--- config.mk ---
export PLATFORM = sky130hd
export DESIGN_NAME = pipeline_hazard_unit
export DESIGN_NICKNAME = d
export VERILOG_FILES = /design/src/rtl/cpu_pkg.sv /design/src/rtl/fwd_select.sv /design/src/rtl/reg_arstn_en.sv /design/src/rtl/pipeline_hazard_unit.sv
export SDC_FILE = /design/constraint.sdc
export NUM_CORES = 1
export LEC_CHECK = 0
export ABC_AREA = 0
export CAP_MARGIN = 20
export CORE_MARGIN = 1
export CORE_UTILIZATION = 48
export CTS_BUF_LIST = sky130_fd_sc_hd__clkbuf_2
export CTS_CLUSTER_SIZE = 8
export DETAILED_ROUTE_END_ITERATION = 7
export GPL_TIMING_DRIVEN = 0
export PLACE_DENSITY = 0.78
export SLEW_MARGIN = 20
export SYNTH_ARGS = -nofsm -noshare
export SYNTH_HDL_FRONTEND = slang
export SYNTH_SLANG_ARGS = --single-unit
--- constraint.sdc ---
create_clock -name clk -period 1.8 [get_ports clk]
set_input_delay 0.18 -clock clk [delete_from_list [all_inputs] [get_ports clk]]
set_output_delay 0.18 -clock clk [all_outputs]
set_load 0.05 [all_outputs]
--- src/rtl/cpu_pkg.sv ---
// cpu_pkg
//   Shared definitions for the pipeline hazard controller: forwarding-mux
//   select codes, the control-bit bundle carried by the shadow stages, the
//   bubble value of that bundle, and the per-cycle hazard action.
package cpu_pkg;

   // EX operand forwarding select
   localparam logic [1:0] FWD_REG = 2'b00;   // register file read data
   localparam logic [1:0] FWD_WB  = 2'b01;   // WB-stage result
   localparam logic [1:0] FWD_MEM = 2'b10;   // EX_MEM alu_out

   // Decoded control bits tracked alongside each instruction
   typedef struct packed {
      logic reg_write;
      logic mem_read;
      logic mem_write;
   } ctl_t;

   // A bubble carries no register write and no memory access
   localparam ctl_t CTL_BUBBLE = '0;

   // Outcome of the per-cycle hazard decision
   typedef enum logic [2:0] {
      ACT_HOLD,       // global enable low
      ACT_FREEZE,     // data memory still busy
      ACT_REDIRECT,   // taken branch / jump in EX
      ACT_LOAD_USE,   // consumer in IF_ID needs the load in EX
      ACT_RUN         // free-running advance
   } hz_action_e;

endpackage

--- src/rtl/fwd_select.sv ---
// fwd_select
//   Chooses the source of one EX operand from the MEM and WB shadow fields.
//   MEM wins over WB; loads in MEM are not forwarded (their data is not ready
//   yet) and register index 0 is never forwarded.
//   Ports:
//     ex_rs          in   source index of the operand in EX
//     mem_rd         in   destination index in MEM
//     mem_reg_write  in   MEM instruction writes a register
//     mem_mem_read   in   MEM instruction is a load
//     wb_rd          in   destination index in WB
//     wb_reg_write   in   WB instruction writes a register
//     sel            out  [1:0] FWD_REG / FWD_WB / FWD_MEM
module fwd_select
   import cpu_pkg::*;
#(
   parameter int unsigned REG_ADDR_W = 5
) (
   input  logic [REG_ADDR_W-1:0] ex_rs,
   input  logic [REG_ADDR_W-1:0] mem_rd,
   input  logic                  mem_reg_write,
   input  logic                  mem_mem_read,
   input  logic [REG_ADDR_W-1:0] wb_rd,
   input  logic                  wb_reg_write,
   output logic [1:0]            sel
);

   always_comb begin
      sel = FWD_REG;
      if (mem_reg_write && !mem_mem_read && (mem_rd != '0) && (mem_rd == ex_rs)) begin
         sel = FWD_MEM;
      end else if (wb_reg_write && (wb_rd != '0) && (wb_rd == ex_rs)) begin
         sel = FWD_WB;
      end
   end

endmodule

--- src/rtl/reg_arstn_en.sv ---
// reg_arstn_en
//   Generic W-bit register with asynchronous active-low clear and load enable.
//   Ports:
//     clk     in   clock
//     arst_n  in   asynchronous active-low reset (clears q)
//     en      in   load enable
//     d       in   [W-1:0] next value
//     q       out  [W-1:0] registered value
module reg_arstn_en #(
   parameter int unsigned W = 1
) (
   input  logic         clk,
   input  logic         arst_n,
   input  logic         en,
   input  logic [W-1:0] d,
   output logic [W-1:0] q
);

   always_ff @(posedge clk or negedge arst_n) begin
      if (!arst_n) begin
         q <= '0;
      end else if (en) begin
         q <= d;
      end
   end

endmodule

--- src/rtl/pipeline_hazard_unit.sv ---
// pipeline_hazard_unit
//   Central hazard controller for the 5-stage pipeline. Keeps shadow copies of
//   the register fields and control bits of the instructions in EX, MEM and
//   WB, and from them drives stage enables, bubble/flush controls, operand
//   forwarding selects and the data-memory wait.
//   Parameters:
//     REG_ADDR_W  register-index width
//     MEM_LAT     data-memory access cycles (>=1); 1 means no memory stall
//   Ports:
//     clk, arst_n                     clock, async active-low reset
//     enable                          global run enable
//     id_rs1, id_rs2, id_rd           register fields of the instruction in IF_ID
//     id_reg_write, id_mem_read,
//     id_mem_write                    decoded control of the instruction in IF_ID
//     ex_redirect                     taken branch / jump resolved in EX
//     pc_en, if_id_en, id_ex_en,
//     ex_mem_en, mem_wb_en            PC and stage register enables
//     if_id_flush, id_ex_flush        load a bubble into IF_ID / ID_EX
//     fwd_a, fwd_b                    EX operand forwarding selects
//     mem_busy                        data-memory wait in progress
//   All outputs are combinational from shadow state and current inputs.
module pipeline_hazard_unit
   import cpu_pkg::*;
#(
   parameter int unsigned REG_ADDR_W = 5,
   parameter int unsigned MEM_LAT    = 1
) (
   input  logic                  clk,
   input  logic                  arst_n,
   input  logic                  enable,
   input  logic [REG_ADDR_W-1:0] id_rs1,
   input  logic [REG_ADDR_W-1:0] id_rs2,
   input  logic [REG_ADDR_W-1:0] id_rd,
   input  logic                  id_reg_write,
   input  logic                  id_mem_read,
   input  logic                  id_mem_write,
   input  logic                  ex_redirect,
   output logic                  pc_en,
   output logic                  if_id_en,
   output logic                  id_ex_en,
   output logic                  ex_mem_en,
   output logic                  mem_wb_en,
   output logic                  if_id_flush,
   output logic                  id_ex_flush,
   output logic [1:0]            fwd_a,
   output logic [1:0]            fwd_b,
   output logic                  mem_busy
);

   localparam int unsigned RW = REG_ADDR_W;

   typedef struct packed {
      logic [RW-1:0] rs1;
      logic [RW-1:0] rs2;
      logic [RW-1:0] rd;
      ctl_t          ctl;
   } ex_sh_t;

   typedef struct packed {
      logic [RW-1:0] rd;
      ctl_t          ctl;
   } mem_sh_t;

   typedef struct packed {
      logic [RW-1:0] rd;
      logic          reg_write;
   } wb_sh_t;

   ex_sh_t  ex_d,  ex_q;
   mem_sh_t mem_d, mem_q;
   wb_sh_t  wb_d,  wb_q;

   logic       load_use;
   logic       mem_op;
   hz_action_e action;

   // ------------------------------------------------------------------
   // Shadow stages; all three advance together with EX_MEM
   // ------------------------------------------------------------------
   always_comb begin
      if (id_ex_flush) begin
         ex_d = '{rs1: '0, rs2: '0, rd: '0, ctl: CTL_BUBBLE};
      end else begin
         ex_d = '{rs1: id_rs1, rs2: id_rs2, rd: id_rd,
                  ctl: '{reg_write: id_reg_write, mem_read: id_mem_read,
                         mem_write: id_mem_write}};
      end
   end

   assign mem_d = '{rd: ex_q.rd, ctl: ex_q.ctl};
   assign wb_d  = '{rd: mem_q.rd, reg_write: mem_q.ctl.reg_write};

   reg_arstn_en #(.W($bits(ex_sh_t))) u_ex_shadow (
      .clk    (clk),
      .arst_n (arst_n),
      .en     (ex_mem_en),
      .d      (ex_d),
      .q      (ex_q)
   );

   reg_arstn_en #(.W($bits(mem_sh_t))) u_mem_shadow (
      .clk    (clk),
      .arst_n (arst_n),
      .en     (ex_mem_en),
      .d      (mem_d),
      .q      (mem_q)
   );

   reg_arstn_en #(.W($bits(wb_sh_t))) u_wb_shadow (
      .clk    (clk),
      .arst_n (arst_n),
      .en     (ex_mem_en),
      .d      (wb_d),
      .q      (wb_q)
   );

   // ------------------------------------------------------------------
   // Operand forwarding
   // ------------------------------------------------------------------
   fwd_select #(.REG_ADDR_W(RW)) u_fwd_a (
      .ex_rs         (ex_q.rs1),
      .mem_rd        (mem_q.rd),
      .mem_reg_write (mem_q.ctl.reg_write),
      .mem_mem_read  (mem_q.ctl.mem_read),
      .wb_rd         (wb_q.rd),
      .wb_reg_write  (wb_q.reg_write),
      .sel           (fwd_a)
   );

   fwd_select #(.REG_ADDR_W(RW)) u_fwd_b (
      .ex_rs         (ex_q.rs2),
      .mem_rd        (mem_q.rd),
      .mem_reg_write (mem_q.ctl.reg_write),
      .mem_mem_read  (mem_q.ctl.mem_read),
      .wb_rd         (wb_q.rd),
      .wb_reg_write  (wb_q.reg_write),
      .sel           (fwd_b)
   );

   // ------------------------------------------------------------------
   // Data-memory wait
   // ------------------------------------------------------------------
   assign mem_op = mem_q.ctl.mem_read | mem_q.ctl.mem_write;

   generate
      if (MEM_LAT > 1) begin : g_wait
         localparam int unsigned CNT_W = $clog2(MEM_LAT) + 1;

         logic [CNT_W-1:0] cnt_q;
         logic [CNT_W-1:0] cnt_eff;
         logic             waited_q;

         // On its first cycle in MEM an operation has not been counted yet;
         // the counter value it would hold then is MEM_LAT-1 remaining freeze
         // cycles, so it is substituted combinationally and the register
         // only ever holds the already-decremented remainder.
         assign cnt_eff  = waited_q ? cnt_q : CNT_W'(MEM_LAT - 1);
         assign mem_busy = waited_q ? (cnt_q != '0) : mem_op;

         always_ff @(posedge clk or negedge arst_n) begin
            if (!arst_n) begin
               cnt_q    <= '0;
               waited_q <= 1'b0;
            end else if (enable) begin
               if (mem_busy) begin
                  cnt_q    <= cnt_eff - CNT_W'(1);
                  waited_q <= 1'b1;
               end else begin
                  // not busy with enable high means the stages advance,
                  // so the next MEM occupant starts its own wait
                  waited_q <= 1'b0;
               end
            end
         end
      end else begin : g_no_wait
         logic mem_op_unused;
         assign mem_op_unused = mem_op;
         assign mem_busy      = 1'b0;
      end
   endgenerate

   // ------------------------------------------------------------------
   // Hazard decision
   // ------------------------------------------------------------------
   assign load_use = ex_q.ctl.mem_read && (ex_q.rd != '0) &&
                     ((ex_q.rd == id_rs1) || (ex_q.rd == id_rs2));

   always_comb begin
      if (!enable) begin
         action = ACT_HOLD;
      end else if (mem_busy) begin
         action = ACT_FREEZE;
      end else if (ex_redirect) begin
         action = ACT_REDIRECT;
      end else if (load_use) begin
         action = ACT_LOAD_USE;
      end else begin
         action = ACT_RUN;
      end
   end

   always_comb begin
      pc_en       = 1'b0;
      if_id_en    = 1'b0;
      id_ex_en    = 1'b0;
      ex_mem_en   = 1'b0;
      mem_wb_en   = 1'b0;
      if_id_flush = 1'b0;
      id_ex_flush = 1'b0;
      case (action)
         ACT_REDIRECT: begin
            pc_en       = 1'b1;
            if_id_en    = 1'b1;
            id_ex_en    = 1'b1;
            ex_mem_en   = 1'b1;
            mem_wb_en   = 1'b1;
            if_id_flush = 1'b1;
            id_ex_flush = 1'b1;
         end
         ACT_LOAD_USE: begin
            // hold PC and IF_ID, inject a bubble into EX, let the load move on
            id_ex_en    = 1'b1;
            id_ex_flush = 1'b1;
            ex_mem_en   = 1'b1;
            mem_wb_en   = 1'b1;
         end
         ACT_RUN: begin
            pc_en     = 1'b1;
            if_id_en  = 1'b1;
            id_ex_en  = 1'b1;
            ex_mem_en = 1'b1;
            mem_wb_en = 1'b1;
         end
         default: begin
         end
      endcase
   end

endmodule
## After elaboration in Yosys (flattened, before gate mapping)

Index checks and enable logic that the tools add are counted.

- Bits in registers: 32
- Input port bits: 22
- Output and inout bits: 12
- Word-level logic and storage cells: 41

- Equality and inequality tests: 9
- Mux-type cells: 12
- Reductions and logical operators: 17

Operators with widths:

| cell | count |
|---|---|
| $eq 5x5->1 | 6 |
| $mux 18 | 1 |
| $reduce_bool 5->1 | 3 |
| $logic_and 1x1->1 | 9 |
| $mux 3 | 3 |
| $eq 3x2->1 const B | 2 |
| $mux 1 | 6 |
| $mux 2 | 2 |
| $reduce_or 2->1 | 2 |
| $eq 3x3->1 const B | 1 |
| $reduce_or 3->1 | 1 |
| $logic_not 1->1 | 1 |
| $logic_or 1x1->1 | 1 |

## Longest topological paths before layout

- Depth in word-level cells: 10
- Depth in mapped cells: 7
- Gate-level depth less buffers: 4

## By module

Synthesis repeated with hierarchy kept, for this count alone.

- Cell total of the unflattened synthesis: 180
- Area total of the unflattened synthesis: 2050.7 um^2

By module, submodules not included:

| module | times used | cells an instance | area each (um^2) | sequential area each (um^2) |
|---|---|---|---|---|
| reg_arstn_en (u_ex_shadow) | 1 | 38 | 721.9 | 450.4 |
| pipeline_hazard_unit | 1 | 70 | 422.9 | 0.0 |
| reg_arstn_en (u_mem_shadow) | 1 | 17 | 331.6 | 200.2 |
| fwd_select | 2 | 21 | 161.4 | 0.0 |
| reg_arstn_en (u_wb_shadow) | 1 | 13 | 251.5 | 150.1 |

## Least setup slack after synthesis

OpenSTA, ideal clock, no wires.

- Path kind: flip-flop to output port
- Start point: reg u_mem_shadow.q[6]
- End point: out fwd_b[0]
- Arrival: 2.999 ns
- Data required time: 1.620 ns
- Setup slack: -1.379 ns
- Cell stages (with the launch flop): 5
- Buffers on the path: 0
- Path through: dfrtp_1 xnor2_1 nand3_1 nor4_1 nor4_1

- Word-level cells in the longest chain between the ends: 4
- Elaborated cells between the ends (all ways): 5
- Classes of those cells: eq/ne (1); mux (1); reduce/logical (3)

RTL lines:

| what | line | text |
|---|---|---|
| start: declaration | reg_arstn_en.sv:16 | `output logic [W-1:0] q` |
| start signal: assignment | reg_arstn_en.sv:21 | `q <= '0;` |
| start signal: assignment | reg_arstn_en.sv:23 | `q <= d;` |
| $reduce_bool 5->1 | fwd_select.sv:29 | `if (mem_reg_write && !mem_mem_read && (mem_rd != '0) && (mem_rd == ex_rs)) begin` |
| $logic_and 1x1->1 | fwd_select.sv:29 |  |
| $logic_and 1x1->1 (*) | fwd_select.sv:29 |  |
| $mux 2 (*) | fwd_select.sv:29 |  |
| end: declaration | pipeline_hazard_unit.sv:46 | `output logic [1:0] fwd_b,` |

Every way passes the cells marked *; elsewhere a longest branch is shown, timed or not.

## Final worst setup path

- Start point: reg u_ex_shadow.q[4]
- End point: out pc_en

- Word-level cells in the longest chain between the ends: 9
- Elaborated cells between the ends (all ways): 13
- Classes of those cells: eq/ne (4); mux (4); reduce/logical (5)

RTL lines:

| what | line | text |
|---|---|---|
| start: declaration | reg_arstn_en.sv:16 |  |
| start signal: assignment | reg_arstn_en.sv:21 |  |
| start signal: assignment | reg_arstn_en.sv:23 |  |
| $eq 5x5->1 or $reduce_bool 5->1 (tied branches) | pipeline_hazard_unit.sv:186, pipeline_hazard_unit.sv:185 |  |
| $logic_or 1x1->1 or $logic_and 1x1->1 (tied branches) | pipeline_hazard_unit.sv:186, pipeline_hazard_unit.sv:185 |  |
| $logic_and 1x1->1 (*) | pipeline_hazard_unit.sv:185 | `assign load_use = ex_q.ctl.mem_read && (ex_q.rd != '0) &&` |
| $mux 3 (*) | pipeline_hazard_unit.sv:195 | `end else if (load_use) begin` |
| $mux 3 (*) | pipeline_hazard_unit.sv:193 | `end else if (ex_redirect) begin` |
| $mux 3 (*) | pipeline_hazard_unit.sv:189 | `if (!enable) begin` |
| $eq 3x2->1 or $eq 3x3->1 (tied branches) | pipeline_hazard_unit.sv:210 | `case (action)` |
| $reduce_or 2->1 (no line) (*) | n/a |  |
| $mux 1 (*) | pipeline_hazard_unit.sv:210 |  |
| end: declaration | pipeline_hazard_unit.sv:38 | `output logic pc_en,` |

Marked as above.

==> out/qor.yml <==
layout:
  fin_util: 0.736
  design_area_sq_mm: 0.00251
  final_cell_mix: "buf_4 (23), dfrtp_1 (21), nand2_1 (19), clkdlybuf4s50_1 (19), a32oi_1 (17)"
  seqCellArea_sq_um: 762
  num-nets-final: 248
  final_common_cell: "buf_4"
  fillers: 241
  antenna_cells: 0
  multi_input_area_sq_mm: 0.00107
  synthToLayoutAreaGrowth_pct: 43.3
  drive_gt1_frac: 0.427
clock_network:
  clkTransAtPathRegs_ns: 0.17
  numCtsBuffers: 5
  cts.path.max_buffers: 2
  clk_latency_ns: 0.38
  cts_tree: "done"
  h-tree-depth: 2
  cts_root_buffer: "clkbuf_2"
  cts_sinks: 30
run_status:
  violations: "negative setup slack"
  outcome: "finished with violations"
floorplanning:
  initial_core_util: 0.513
  io_pins: 34
  rows: 21
  fp.dieW_um: 62.4
  core_area_sq_mm: 0.00342
  die_area_sq_mm: 0.00390
  die_y_um: 62.4
global_routing:
  grt-ovfl-total: 0
  grt_max_degree: 31
  grt_pass1_vias: 1519
  antenna_found_initial: 0
  gr-usage-all-layers: 0.255
  grt_pass1_wl_um: 7690
setup_path:
  cp_max_fo: 3
  critPathArrivalTime_ns: 2.09
  start_kind: "flip-flop"
  required_ns: 1.62
  crit_type: "flip-flop to output port"
  end_kind: "output port"
sta:
  finalClockSkew_ns: 0.00971
  maxSlewHeadroom: 0.566
  final.setup.worst_slack_ns: -0.466
  layout_min_cycle_time_ns: 2.27
  drv_slew: 0
  tightest_slew_ns: 0.651
  rsz0062_at_grt: "yes"
  fmax_mhz: 441
  fin_crit_sh: 1.26
  timing_hold_violations_final: 0
  setup_violations: 7
logic_synthesis:
  synth_mux_area_frac: 0.0835
  netlist_area_sq_mm: 0.00175
  ys_seq_elements: 30
  synthXorXnorAreaFrac: 0.150
  synthSimpleGateAreaFrac: 0.103
  avgSynthCellArea_sq_um: 10.5
  syn_inst: 167
  synth_nets: 189
  yosys.area.top_type_share: 0.428
  synthAdderAreaFrac: 0
  synthTopCellsByArea: "dfrtp_1 (43%), a32oi_1 (8.5%), mux2_2 (8.4%), xnor2_1 (8.0%), xor2_1 (7.0%)"
  synth-async-reset-ratio: 1.00
  synth_compound_area_frac: 0.182
  ys_seq_area_frac: 0.428
  synth-main-ff-cell: "dfrtp_1"
  ys_types: 26
  synth_top_family_by_area: "compound AO/OA/AOI/OAI gates"
  yosysTopAreaCell: "dfrtp_1"
  synth_edf_count: 0
  yosysWarnings: 0
placement:
  dpl.hpwl_um: 3160
  placed_area_sq_mm: 0.00220
  place_congestion: 0.905
  port-buffer-count: 30
  place_ws_ns: -1.08
route:
  wl_per_cell_um: 17.1
  dr.first_iter.drc_count: 106
  drtAntennaViolNets: 0
  drc: 0
  finalWirelength_um: 4660
  dr_total_vias: 1581
  vias_per_cell: 5.79
  first_pass_iters: 5
power_and_ir_drop:
  ir_drop_mv: 0.461
  finalPower_mw: 2.22
  cellLeakagePower_nw: 1.03
  p_per_area_mw_per_mm2: 884
hold_path:
  hp-class: "input pin to flip-flop"
job:
  cap_violations: 0
synth_stat cells (all sizes together), types with 3 or more instances:
cell / instances
dfrtp: 30
o21ai: 20
nand2: 19
a32oi: 17
xnor2: 16
xor2: 14
mux2: 13
buf: 10
clkbuf: 5
or4: 5
nand3: 4
nor4: 4
nor2: 3
critical path: stages (launching register included):
cell	delay, ns
dfrtp_2	0.44
or4_4	0.55
o21ai_4	0.17
buf_6	0.13
nor2_4	0.03
a21oi_4	0.13
buf_6	0.11
buf_8	0.13
timing repair:
action                                 CTS  global route
buffers inserted                        15             7
setup endpoints to repair               10             7
endpoints found under the hold margin   30             0
gates resized for setup                 67            11
pin swaps                                9             5
hold buffers                             1             0
power by group:
part	switching (mW)	leakage, nW	internal (mW)	total [mW]
Sequential	0.150	0.365	0.796	0.946
Combinational	0.465	0.640	0.470	0.935
Clock	0.253	0.0264	0.0883	0.341
Total	0.868	1.03	1.35	2.22
stage by stage:
step / hold slack, ns / TNS, ns / instances
after floorplan: -0.116 / -0.938 / 167
after global placement: 0.484 / -6.19 / 243
after detailed placement: 0.247 / -6.80 / 243
after CTS: 0.304 / -2.84 / 267
after global routing: 0.293 / -3.28 / 273
final: 0.299 / -2.69 / 273
registers in the layout (all words and copies together), names as in the netlist:
signal	count
u_mem_shadow.q	7
u_wb_shadow.q	6
u_ex_shadow.q	17
metal layers:
metal	vias to the layer above	GRT usage	wire (um)	share of wire
met2	74	0.435	2410	0.52
met5	-	0	0	0
li1	720	-	-	-
met4	0	0.0988	108	0.023
met3	11	0.0529	237	0.051
met1	776	0.314	1910	0.41
logic make-up after synthesis:
logic type | after synthesis
AOI/OAI and AO/OA | 40
xor gates and xnor gates | 30
buffers and inverters | 16
DFF | 30
muxes | 13
other | 1
and+or+nand+nor | 37
layout make-up:
class	instances	area share
Sequential cell	30	0.303
Tap cell	46	0.0229
Clock inverter	3	0.00647
Buffer	15	0.0378
Inverter	1	0.00149
Timing Repair Buffer	52	0.191
Clock buffer	5	0.00996
Multi-Input combinational cell	121	0.427
worst paths after layout:
path                             startpoint                 to  slack (ns)  cells after the start
max                        u_ex_shadow.q[4]              pc_en       -0.47                      7
min                                  enable  u_mem_shadow.q[7]        0.30                      2
max reg2reg                u_ex_shadow.q[4]   u_ex_shadow.q[5]        0.08                      6
min reg2reg                u_ex_shadow.q[2]   u_ex_shadow.q[2]        0.53                      2
max in group asynchronous            arst_n   u_ex_shadow.q[5]        1.01                      2
min in group asynchronous            arst_n   u_ex_shadow.q[3]        0.33                      2
Power figures use the tool's default switching activity.
